## config.mk

```make
export PLATFORM = sky130hd
export DESIGN_NAME = wb_regbank
export DESIGN_NICKNAME = d
export VERILOG_FILES = /design/src/rtl/wb_regbank.sv
export SDC_FILE = /design/constraint.sdc
export NUM_CORES = 1
export LEC_CHECK = 0
export ABC_AREA = 1
export BUFFER_PORTS_ARGS = -buffer_cell sky130_fd_sc_hd__buf_4
export CAP_MARGIN = 20
export CORE_MARGIN = 1
export CORE_UTILIZATION = 40
export DETAILED_ROUTE_END_ITERATION = 8
export PLACE_DENSITY = 0.73
export SKIP_CTS_REPAIR_TIMING = 1
export SYNTH_ARGS = -nofsm -noshare
export SYNTH_HDL_FRONTEND = slang
export SYNTH_SLANG_ARGS = --single-unit
```

## constraint.sdc

```tcl
create_clock -name clk_i -period 9.8 [get_ports clk_i]
set_input_delay 1.96 -clock clk_i [delete_from_list [all_inputs] [get_ports clk_i]]
set_output_delay 1.96 -clock clk_i [all_outputs]
set_load 0.005 [all_outputs]
```

## src/rtl/wb_regbank.sv

```systemverilog
// wb_regbank: Wishbone-slave register bank with NREGS 32-bit registers.
// Each register has its own reset value, software-writable mask and
// write-1-to-clear mask. Accesses are acknowledged 1 + WAIT_STATES cycles
// after the accept edge. All register contents are exported on regs_o.
// Optional build macro WB_REGBANK_ERR_EN adds err_o, which replaces ack_o for
// out-of-range accesses.
module wb_regbank #(
  parameter int                  NREGS        = 4,
  parameter logic [NREGS*32-1:0] RESET_VALUES = {NREGS{32'h0}},
  parameter logic [NREGS*32-1:0] WMASK        = {NREGS{32'hFFFFFFFF}},
  parameter logic [NREGS*32-1:0] W1C_MASK     = {NREGS{32'h0}},
  parameter int                  WAIT_STATES  = 0
) (
  input  logic                  clk_i,
  input  logic                  rst_ni,
  input  logic                  cyc_i,
  input  logic                  stb_i,
  input  logic                  we_i,
  input  logic [29:0]           adr_i,
  input  logic [3:0]            sel_i,
  input  logic [31:0]           dat_i,
  output logic [31:0]           dat_o,
  output logic                  ack_o,
  output logic [NREGS*32-1:0]   regs_o,
  input  logic [NREGS*32-1:0]   hw_set_i
`ifdef WB_REGBANK_ERR_EN
  ,
  output logic                  err_o
`endif
);

  typedef enum logic [1:0] {
    S_IDLE = 2'd0,
    S_WAIT = 2'd1,
    S_ACK  = 2'd2
  } state_t;

  localparam logic [3:0]  WAIT_LAST = (WAIT_STATES > 0) ? 4'(WAIT_STATES - 1) : 4'd0;
  localparam logic [31:0] NREGS_U   = NREGS;

  state_t state_q, state_d;
  logic [3:0] cnt_q, cnt_d;

  // Request fields captured at the accept edge; data path, so no reset.
  logic [29:0] adr_q;
  logic        we_q;
  logic [3:0]  sel_q;
  logic [31:0] dat_q;

  logic [NREGS-1:0][31:0] regs_q, regs_d;

  logic        accept;
  logic        in_ack;
  logic        in_range;
  logic        wr_en;
  logic [31:0] lane_m;
  logic [31:0] rd_mux;

  // Expand the four byte selects into a 32-bit bit mask.
  function automatic logic [31:0] lane_mask(input logic [3:0] sel);
    logic [31:0] m;
    m = '0;
    for (int i = 0; i < 4; i++) begin
      m[8*i +: 8] = {8{sel[i]}};
    end
    return m;
  endfunction

  assign accept   = (state_q == S_IDLE) && cyc_i && stb_i;
  assign in_ack   = (state_q == S_ACK);
  assign in_range = ({2'b00, adr_q} < NREGS_U);
  assign wr_en    = in_ack && we_q && in_range;
  assign lane_m   = lane_mask(sel_q);

  // FSM state and wait counter registers.
  always_ff @(posedge clk_i or negedge rst_ni) begin
    if (!rst_ni) begin
      state_q <= S_IDLE;
      cnt_q   <= '0;
    end else begin
      state_q <= state_d;
      cnt_q   <= cnt_d;
    end
  end

  // Next-state logic: accept, count wait states (abort if the master lets go), ack once.
  always_comb begin
    state_d = state_q;
    cnt_d   = cnt_q;
    unique case (state_q)
      S_IDLE: begin
        cnt_d = '0;
        if (cyc_i && stb_i) begin
          state_d = (WAIT_STATES > 0) ? S_WAIT : S_ACK;
        end
      end
      S_WAIT: begin
        if (!(cyc_i && stb_i)) begin
          state_d = S_IDLE;
          cnt_d   = '0;
        end else if (cnt_q == WAIT_LAST) begin
          state_d = S_ACK;
          cnt_d   = '0;
        end else begin
          cnt_d = cnt_q + 4'd1;
        end
      end
      S_ACK: begin
        state_d = S_IDLE;
        cnt_d   = '0;
      end
      default: begin
        state_d = S_IDLE;
        cnt_d   = '0;
      end
    endcase
  end

  // Capture the request on the accept edge.
  always_ff @(posedge clk_i) begin
    if (accept) begin
      adr_q <= adr_i;
      we_q  <= we_i;
      sel_q <= sel_i;
      dat_q <= dat_i;
    end
  end

  // Read mux over the full address; anything out of range reads as zero.
  always_comb begin
    rd_mux = '0;
    for (int k = 0; k < NREGS; k++) begin
      if (adr_q == 30'(k)) begin
        rd_mux = regs_q[k];
      end
    end
  end

  // Register next value: masked software write, W1C clear, then hardware set wins.
  always_comb begin
    regs_d = regs_q;
    for (int k = 0; k < NREGS; k++) begin
      regs_d[k] =
        (((regs_q[k] & ~({32{wr_en && (adr_q == 30'(k))}} & lane_m &
                         WMASK[32*k +: 32] & ~W1C_MASK[32*k +: 32]))
          | (dat_q & {32{wr_en && (adr_q == 30'(k))}} & lane_m &
             WMASK[32*k +: 32] & ~W1C_MASK[32*k +: 32]))
         & ~({32{wr_en && (adr_q == 30'(k))}} & dat_q & lane_m & W1C_MASK[32*k +: 32]))
        | (hw_set_i[32*k +: 32] & W1C_MASK[32*k +: 32]);
    end
  end

  // Register storage with per-register reset values.
  always_ff @(posedge clk_i or negedge rst_ni) begin
    if (!rst_ni) begin
      regs_q <= RESET_VALUES;
    end else begin
      regs_q <= regs_d;
    end
  end

  assign regs_o = regs_q;
  assign dat_o  = in_ack ? rd_mux : 32'h0;

`ifdef WB_REGBANK_ERR_EN
  assign ack_o = in_ack && in_range;
  assign err_o = in_ack && !in_range;
`else
  assign ack_o = in_ack;
`endif

endmodule

```

## Word level (Yosys, flattened, before mapping)

Index checks and enable logic that the tools add are counted.

- Bitwise logic cells: 24
- Equality and inequality tests: 7
- Reduce and logical (&&, ||, !) cells: 13
- Magnitude comparators: 1
- Mux-type cells: 12
- $add $sub $neg: 1

Operators by type and width:

| operator | count |
|---|---|
| 32-bit bitwise AND | 16 |
| 32-bit 2-to-1 mux | 5 |
| 32-bit NOT | 4 |
| 32-bit OR | 4 |
| 30-bit by 2-bit == test with 1-bit output (second input constant) | 2 |
| 30-bit by 1-bit == test with 1-bit output (second input constant) | 1 |
| 30-bit zero test | 1 |
| 30-bit by 3-bit < comparator with 1-bit output (second input constant) | 1 |
| 4-bit 2-to-1 mux | 3 |
| 1-bit logical AND | 9 |
| 2-bit 2-to-1 mux | 3 |
| 4-bit by 1-bit adder with 4-bit output (second input constant) | 1 |
| 4-bit zero test | 1 |
| 2-bit case mux with 2 select lines | 1 |
| 3-bit inequality test (second input constant) | 1 |
| 2-bit by 1-bit == test with 1-bit output (second input constant) | 1 |
| 2-bit == test (second input constant) | 1 |
| 2-bit zero test | 1 |
| 2-bit by 1-bit inequality test with 1-bit output (second input constant) | 1 |
| 2-bit AND reduction | 1 |

- Register bits: 201
- Output and inout bits: 161

## Longest topological paths before layout

Gate-level depths: netlist of the first run.

- Depth after elaboration: 8
- Mapped depth: 11
- Mapped depth without buffers: 9

## Least setup slack after synthesis of the first run

OpenSTA, ideal clock, no wires.

- Path kind: in2reg
- Start point: input port stb_i
- End point: register adr_q[0], enable pin
- Data arrival time: 4.833 ns
- Buffers on the path: 0
- Stages on the path: 2
- Path slack: 4.473 ns
- Required time: 9.307 ns
- Cells stage by stage: nand2_1 nor2_1

- Longest elaborated chain between the ends: 1

RTL lines:

| what | RTL line | source |
|---|---|---|
| from (decl) | 17 | `input logic stb_i,` |
| 1-bit logical AND | 69 | `assign accept = (state_q == S_IDLE) && cyc_i && stb_i;` |
| named net accept | 52 | `logic accept;` |
| to (signal assigned) | 122 | `adr_q <= adr_i;` |
| to (decl) | 45 | `logic [29:0] adr_q;` |

The timed path passes the listed nets, and every way through them passes these cells.
A chain may end at the register's enable or synchronous reset.

## Final worst setup path of the first run

- Start point: register adr_q[15]
- End point: output port dat_o[26]

- Longest elaborated chain between the ends: 6
- Elaborated cells between the ends (all ways): 9
- Classes of those cells: 3 x eq/ne; 5 x mux; 1 x reduce/logical

RTL lines:

| what | RTL line | source |
|---|---|---|
| 30-bit zero test | -- |  |
| 32-bit 2-to-1 mux (3 in a row) | 133 | `if (adr_q == 30'(k)) begin` |
| 32-bit 2-to-1 mux (*) | 133 |  |
| 32-bit 2-to-1 mux (*) | 163 | `assign dat_o = in_ack ? rd_mux : 32'h0;` |
| to (decl) | 22 | `output logic [31:0] dat_o,` |

Every way passes the cells marked *; elsewhere a longest branch is shown, timed or not.

==> key figures, run 1 <==
Run status
  – Status: completed

Drt
  – 1st-pass router iterations: 4
  – Vias: 7385
  – Via density: 4.843
  – Met3 Routed Length: 1.699 mm
  – Drc violations: 0
  – Metal2 WL: 11.70 mm
  – Max layer used: met4
  – DRT iter0 DRCs: 463
  – Post-DRT Antenna Nets: 0
  – Overall routed net length: 24.69 mm
  – Met1 WL: 10.90 mm
  – Routed WL per cell: 16.19 um

Final layout
  – Nets: 1398
  – Register area: 0.005240 mm2
  – Area grow syn2layout: 26.31%
  – Fillers: 2066
  – Layout cells sized above 1: 0.3053
  – Multi-input gate area: 0.003381 mm2
  – # diodes: 0

CTS
  – H-tree depth: 4
  – Clock slew at reported path FFs: 0.07 ns
  – TritonCTS clock tree: done
  – Clk_lat worst skew: 0.43 ns
  – Sinks on Clock Net: 196
  – Root buf cell: clkbuf_16
  – CTS buffer count: 17
  – Clock buffer depth: 2

Pwr
  – PwrDens: 139.9 mW/mm2
  – Clock Power Share: 0.439
  – Net Sw Frac: 0.2186
  – Internal: 1.290 mW
  – Peak supply drop: 0.0001125 V
  – Net load switching power: 0.3608 mW
  – Reg power frac: 0.527
  – Combinational Power Share: 0.034
  – Static Leak: 5.938 nW

Setup path
  – Worst Path Arrival: 4.34 ns
  – CP startpoint kind: flip-flop
  – Critical path capture point type: primary output
  – WS Path Type: flip-flop to primary output
  – CP required: 7.84 ns
  – R2r worst-path depth: 9
  – CP Max Fanout: 38

Yosys
  – Top-count cell post-synth: nand2_1
  – Synth area leader: dfrtp_1
  – Yosys reg bits: 196
  – Cell area after synthesis: 0.009341 mm2
  – Syn Nets: 1191
  – Primary FF master, synth: dfrtp_1
  – Post-Synthesis Cells: 992
  – Post-synth top area share: 0.3456
  – Ys async rst share: 0.6582
  – Synth cell count leaders: 299 x nand2_1, 129 x dfrtp_1, 99 x inv_1, 83 x nor2_1, 67 x edfxtp_1
  – Sequential share of the synthesized area: 0.5609
  – YS warnings: 0
  – Post-Syn Area per Cell: 9.417 um2
  – Number of synthesized flops with an enable pin: 67
  – Synth unique cells: 25
  – Dominant cells by area after synthesis: dfrtp_1 35%, edfxtp_1 22%, nand2_1 12%

Timing
  – Slew of the pin with the lowest slew margin: 1.003 ns
  – Slew HR: 0.3300
  – Final Hold Viols: 0
  – RSZ-0062 raised after global routing: no
  – Fmax: 158.8 MHz
  – Final setup margin: 3.502 ns
  – Post-Route Setup TNS: 0 ns
  – Final setup viols: 0
  – Tmin final: 6.298 ns
  – Final setup skew: 0.01288 ns
  – Hold Slack: 0.5064 ns
  – Max-slew violation count: 0
  – Fin crit share: 0.6426

Hold path
  – Hold depth: 2
  – Worst hold path class: flip-flop to flip-flop

Die
  – Chip width: 154.8 um
  – Row Count: 55
  – Chip height: 154.8 um
  – Die Area: 0.02397 mm2
  – Starting Density: 0.4101
  – IO Count: 360
  – Core area: 0.02278 mm2

Place
  – Place WS: 3.993 ns
  – GP Congestion: 0.7982
  – HPWL after DPL: 17.03 mm
  – Port Buffers: 231

Global route
  – Pin count of the biggest net entering global routing: 71
  – First-pass GRT wire length: 38.75 mm
  – Vias in the first global route: 7114
  – Global route overflow: 0
  – Gr usage total: 0.2107
  – Initial antenna violation count: 0

Job
  – Max-Cap Viols: 0
-- stage by stage --
step / area [um2] / util / std cells / total power, mW
floorplan: 9341 / - / 992 / 0.9033
global placement: 11190 / 0.4911 / 1492 / 0.9435
detailed placement: 11200 / 0.4916 / 1493 / 0.9449
CTS: 11800 / 0.5180 / 1525 / 1.669
global route: 11800 / 0.5180 / 1525 / 1.707
finish: 11800 / 0.5180 / 1525 / 1.651
-- flip-flops by register name, summed over array words and instances (netlist names) --
signal	count
adr_q	30
dat_q	32
regs_o	128
sel_q	4
state_q	1
we_q	1
-- cell usage in the layout (no fill, tap or decap), types with 2 or more instances in the layout --
master	n
nand2_1	299
buf_4	239
dfrtp_1	129
inv_1	99
nor2_1	81
edfxtp_1	67
o21ai_1	64
o21ai_2	64
nand3_1	35
a21boi_0	32
nand4_1	32
clkbuf_16	17
nand3_4	12
nor2_4	6
nand3_2	5
nand2_2	4
nor2_8	3
inv_4	3
bufinv_16	3
inv_6	3
clkinvlp_4	3
nor2_2	2
inv_2	2
-- power by group through the flow --
stage | sequential (mW) | combinational (mW) | clock, mW
2_1_floorplan | 0.883 | 0.0198 | 0
6_report | 0.870 | 0.0567 | 0.724
3_3_place_gp | 0.886 | 0.0574 | 0
4_1_cts | 0.870 | 0.0585 | 0.741
3_5_place_dp | 0.887 | 0.0584 | 0
5_1_grt | 0.870 | 0.0637 | 0.773
-- final cells by class --
cell class              instances  area share
repair buffers                240      0.1530
flip-flops and latches        196      0.4441
well taps                     313     0.03319
clock buffers                  18     0.03637
inverters                     101     0.03213
multi-input cells             643      0.2865
clock inverters                14     0.01463
-- final timing paths --
| check | start | end | slack, ns |
|---|---|---|---|
| worst max-delay path | adr_q[15]$_DFFE_PP_ | dat_o[26] | 3.50 |
| worst min-delay path | regs_o[20]$_DFF_PN0_ | regs_o[20]$_DFF_PN0_ | 0.51 |
| min in group asynchronous | rst_ni | regs_o[39]$_DFF_PN0_ | 1.61 |
| worst min register to register | regs_o[20]$_DFF_PN0_ | regs_o[20]$_DFF_PN0_ | 0.51 |
| max in group asynchronous | rst_ni | regs_o[87]$_DFF_PN0_ | 6.78 |
| worst max register to register | adr_q[15]$_DFFE_PP_ | regs_o[56]$_DFF_PN0_ | 6.37 |
-- cells by family (layout without fill, tap and decap cells) --
| kind of cell | count (synthesis) | after routing | synth area share |
|---|---|---|---|
| simple gates | 483 | 483 | 0.2398 |
| flops | 196 | 196 | 0.5609 |
| compound gates | 160 | 160 | 0.1200 |
| buf+inv | 153 | 373 | 0.07929 |
-- metal layers --
metal,global-route usage,up-vias
li1,-,3643
met1,0.2780,3470
met2,0.3409,247
met3,0.05184,25
met4,0.06695,0
met5,0,-
-- worst max-delay path, stage by stage (launching register included) --
cell and delay (ns):
edfxtp_1 0.36, nor2_1 0.11, nand2_1 0.09, nor2_4 0.79, nand2_1 0.21, nor2_4 0.77
nand2_2 0.65, buf_4 0.46, nand2_1 0.12, nor2_1 0.06, nor2_1 0.11, buf_4 0.12
Note: power is estimated with default switching activity, not from simulation.
==> run 2, diff against run 1 <==
--- a/config.mk
+++ b/config.mk
@@ -5,13 +5,13 @@
 export SDC_FILE = /design/constraint.sdc
 export NUM_CORES = 1
 export LEC_CHECK = 0
-export ABC_AREA = 1
+export ABC_AREA = 0
 export BUFFER_PORTS_ARGS = -buffer_cell sky130_fd_sc_hd__buf_4
 export CAP_MARGIN = 20
 export CORE_MARGIN = 1
 export CORE_UTILIZATION = 40
 export DETAILED_ROUTE_END_ITERATION = 8
-export PLACE_DENSITY = 0.73
+export PLACE_DENSITY = 0.78
 export SKIP_CTS_REPAIR_TIMING = 1
 export SYNTH_ARGS = -nofsm -noshare
 export SYNTH_HDL_FRONTEND = slang
==> constraint.sdc (replaced) <==
create_clock -name clk_i -period 5.17 [get_ports clk_i]
set_input_delay 1.034 -clock clk_i [delete_from_list [all_inputs] [get_ports clk_i]]
set_output_delay 1.034 -clock clk_i [all_outputs]
set_load 0.005 [all_outputs]
==> run 2 against run 1 <==
Against the previous run:
- sequential share of layout area rose by 4.2 points
- critical path type unchanged
- utilization rose by 3.0 points
- final cell count fell by 37%
- sequential power rose by 90%
- register-to-register slack got worse by 4.1 ns
- critical path depth fell by 5
- clock power rose by 81%
==> key figures, run 2 <==
Drt
  – Routed WL per cell: 20.41 um (+26%)
  – Post-DRT Antenna Nets: 0 (unchanged)
  – Via density: 5.108 (+5.5%)
  – Overall routed net length: 19.74 mm (-20%)
  – 1st-pass router iterations: 4 (unchanged)
  – Vias: 4939 (-33%)
  – DRT iter0 DRCs: 180 (-61%)
  – Drc violations: 0 (unchanged)

Setup path
  – Cell breakdown of the critical path: nor4_1 -> nand4_2 -> buf_4 -> or2_2 -> nor2b_1 -> buf_4
  – Worst r2r src: adr_q[1]$_DFFE_PP_
  – R2R setup slack: 2.24 ns (-4.13 ns)
  – Worst Path Arrival: 2.78 ns (-1.56 ns)
  – Setup crit start: adr_q[11]$_DFFE_PP_
  – R2r endpoint: regs_o[22]$_DFF_PN0_
  – Critical path capture point type: primary output
  – Worst path max stage delay: 0.66 ns (-0.13 ns)
  – Count of buffer and inverter cells on the critical path: 2 (unchanged)
  – CP delay by family, top: simple AND/OR/NAND/NOR gates
  – Critical Path Sink: dat_o[27]
  – CP required: 4.14 ns (-3.70 ns)
  – Most common cell on crit path: buf_4
  – CP startpoint kind: flip-flop
  – WS Path Type: flip-flop to primary output
  – CP Max Fanout: 32 (-16%)
  – R2r worst-path depth: 3 (-6)
  – CP Depth: 6 (-5)
  – CP max stage cell: or2_2

CTS
  – Sinks on Clock Net: 196 (unchanged)
  – H-tree depth: 4 (unchanged)
  – Root buf cell: clkbuf_16
  – CTS buffer count: 17 (unchanged)
  – Clock buffer depth: 2 (unchanged)
  – TritonCTS clock tree: done
  – Clock slew at reported path FFs: 0.07 ns (about the same)
  – Clk_lat worst skew: 0.43 ns (about the same)

Yosys
  – Post-Synthesis Cells: 440 (-56%)
  – Sequential share of the synthesized area: 0.6483 (+0.08735)
  – Synth cell count leaders: 129 x dfrtp_1, 128 x mux2_2, 67 x edfxtp_1, 32 x mux4_2, 32 x nor2b_1
  – Primary FF master, synth: dfrtp_1
  – Dominant cells by area after synthesis: dfrtp_1 40%, edfxtp_1 25%, mux2_2 18%
  – Post-synth top area share: 0.3994 (+0.05381)
  – YS warnings: 0 (unchanged)
  – Ys async rst share: 0.6582 (unchanged)
  – Synth unique cells: 22 (-12%)
  – Post-Syn Area per Cell: 18.37 um2 (+95%)
  – Syn Nets: 639 (-46%)
  – Synth area leader: dfrtp_1
  – Top-count cell post-synth: dfrtp_1
  – Number of synthesized flops with an enable pin: 67 (unchanged)
  – Yosys reg bits: 196 (unchanged)
  – Cell area after synthesis: 0.008083 mm2 (-13%)

Die
  – Chip height: 144.2 um (-6.9%)
  – Die Area: 0.02078 mm2 (-13%)
  – Core area: 0.01965 mm2 (-14%)
  – Chip width: 144.2 um (-6.9%)
  – Starting Density: 0.4113 (+0.001148)
  – Row Count: 51 (-7.3%)
  – IO Count: 360 (unchanged)

Job
  – Max-Cap Viols: 0 (unchanged)

Timing
  – Tmin final: 3.809 ns
  – Fmax: 262.5 MHz
  – Fin crit share: 0.7368
  – Final Hold Viols: 0 (unchanged)
  – Max-slew violation count: 0 (unchanged)
  – Slew of the pin with the lowest slew margin: 1.132 ns (+0.1294 ns)
  – Final setup margin: 1.361 ns (-2.142 ns)
  – Post-Route Setup TNS: 0 ns (unchanged)
  – Hold Slack: 0.5348 ns (+0.02844 ns)
  – Slew HR: 0.2391 (-0.09093)
  – RSZ-0062 raised after global routing: no
  – Final setup viols: 0 (unchanged)
  – Final setup skew: 0.01727 ns (+0.004391 ns)

Global route
  – Initial antenna violation count: 0 (unchanged)
  – Global route overflow: 0 (unchanged)
  – Gr usage total: 0.1950 (-0.01569)
  – First-pass GRT wire length: 29.68 mm (-23%)
  – Vias in the first global route: 5291 (-26%)
  – Pin count of the biggest net entering global routing: 55 (-23%)

Final layout
  – Nets: 888 (-36%)
  – Max FFs per register: 128 (unchanged)
  – Most frequent cells in the layout: 244 x buf_4, 129 x dfrtp_1, 128 x mux2_2
  – # diodes: 0 (unchanged)
  – Layout cells sized above 1: 0.6496 (+0.3443)
  – Commonest non-fill, non-tap cell in the layout: buf_4
  – Area grow syn2layout: 33.25%
  – Final core occ: 0.5480 (+0.03001)

Place
  – Port Buffers: 231 (unchanged)
  – GP Congestion: 0.8109 (+1.6%)
  – Place WS: 1.779 ns (-2.215 ns)
  – HPWL after DPL: 13.80 mm (-19%)

Hold path
  – Worst hold path class: primary input to asynchronous set/reset pin

Pwr
  – Peak supply drop: 0.0002026 V (+80%)
  – PwrDens: 284.1 mW/mm2 (+100%)
  – Static Leak: 5.032 nW (-15%)

Run status
  – Status: completed
-- run 2: changes by cell type after synthesis, sizes merged, moves of 37 or more --
cell / delta
buf: -37
inv: -97
mux2: +128
o21ai: -128
nand2: -303
nand3: -51
nor2: -89
-- run 2: cell type report --
class / instances / area, um2
clock buffers: 20 / 467.9
repair buffers: 244 / 1832
inverters: 4 / 15.01
multi-input cells: 226 / 2769
well taps: 265 / 331.6
fillers: 1573 / 8884
clock inverters: 12 / 115.1
flip-flops and latches: 196 / 5240
-- run 2: routing by layer --
layer	global-route usage	wire length, um	vias to the layer above	share of wire
li1	-	-	2169	-
met1	0.2455	8247	2551	0.42
met2	0.3171	9739	205	0.49
met3	0.07086	1564	14	0.079
met4	0.05319	187	0	0.0095
met5	0	0	-	0
-- run 2: worst reg2reg max path: stages, from the launching register on --
cell and delay, ns:
edfxtp_1 0.79, or3b_2 0.73, nor4_2 0.88, mux2_2 0.43
-- run 2: how the worst min path moves through the flow --
stage,endpoint,cells after the start
final,regs_o[62]$_DFF_PN0_,1
after global routing,regs_o[27]$_DFF_PN0_,1
after CTS,regs_o[122]$_DFF_PN0_,1
after detailed placement,regs_o[86]$_DFF_PN0_,1
after global placement,regs_o[2]$_DFF_PN0_,1
after floorplan,state_q[1]$_DFFE_PN0P_,1
-- run 2: kinds of logic (layout without fill, tap and decap cells) --
group | after synthesis | after routing | synth area share
and+or+nand+nor | 66 | 66 | 0.07415
muxes | 160 | 160 | 0.2675
buffers and inverters | 18 | 280 | 0.01006
DFF | 196 | 196 | 0.6483
-- run 2: where the power goes --
| part | leakage, nW | internal (mW) | switching (mW) | total [mW] |
|---|---|---|---|---|
| combinational | 2.32 | 0.0450 | 0.0527 | 0.0977 |
| clock | 0.283 | 0.715 | 0.595 | 1.31 |
| sequential | 2.43 | 1.63 | 0.0173 | 1.65 |
-- run 2: per-stage QoR --
step / area (um2) / cells / power [mW]
5_1_grt: 10770 / 967 / 3.172
4_1_cts: 10760 / 965 / 3.095
2_1_floorplan: 8083 / 440 / 1.706
3_3_place_gp: 10160 / 931 / 1.778
3_5_place_dp: 10170 / 933 / 1.783
6_report: 10770 / 967 / 3.059
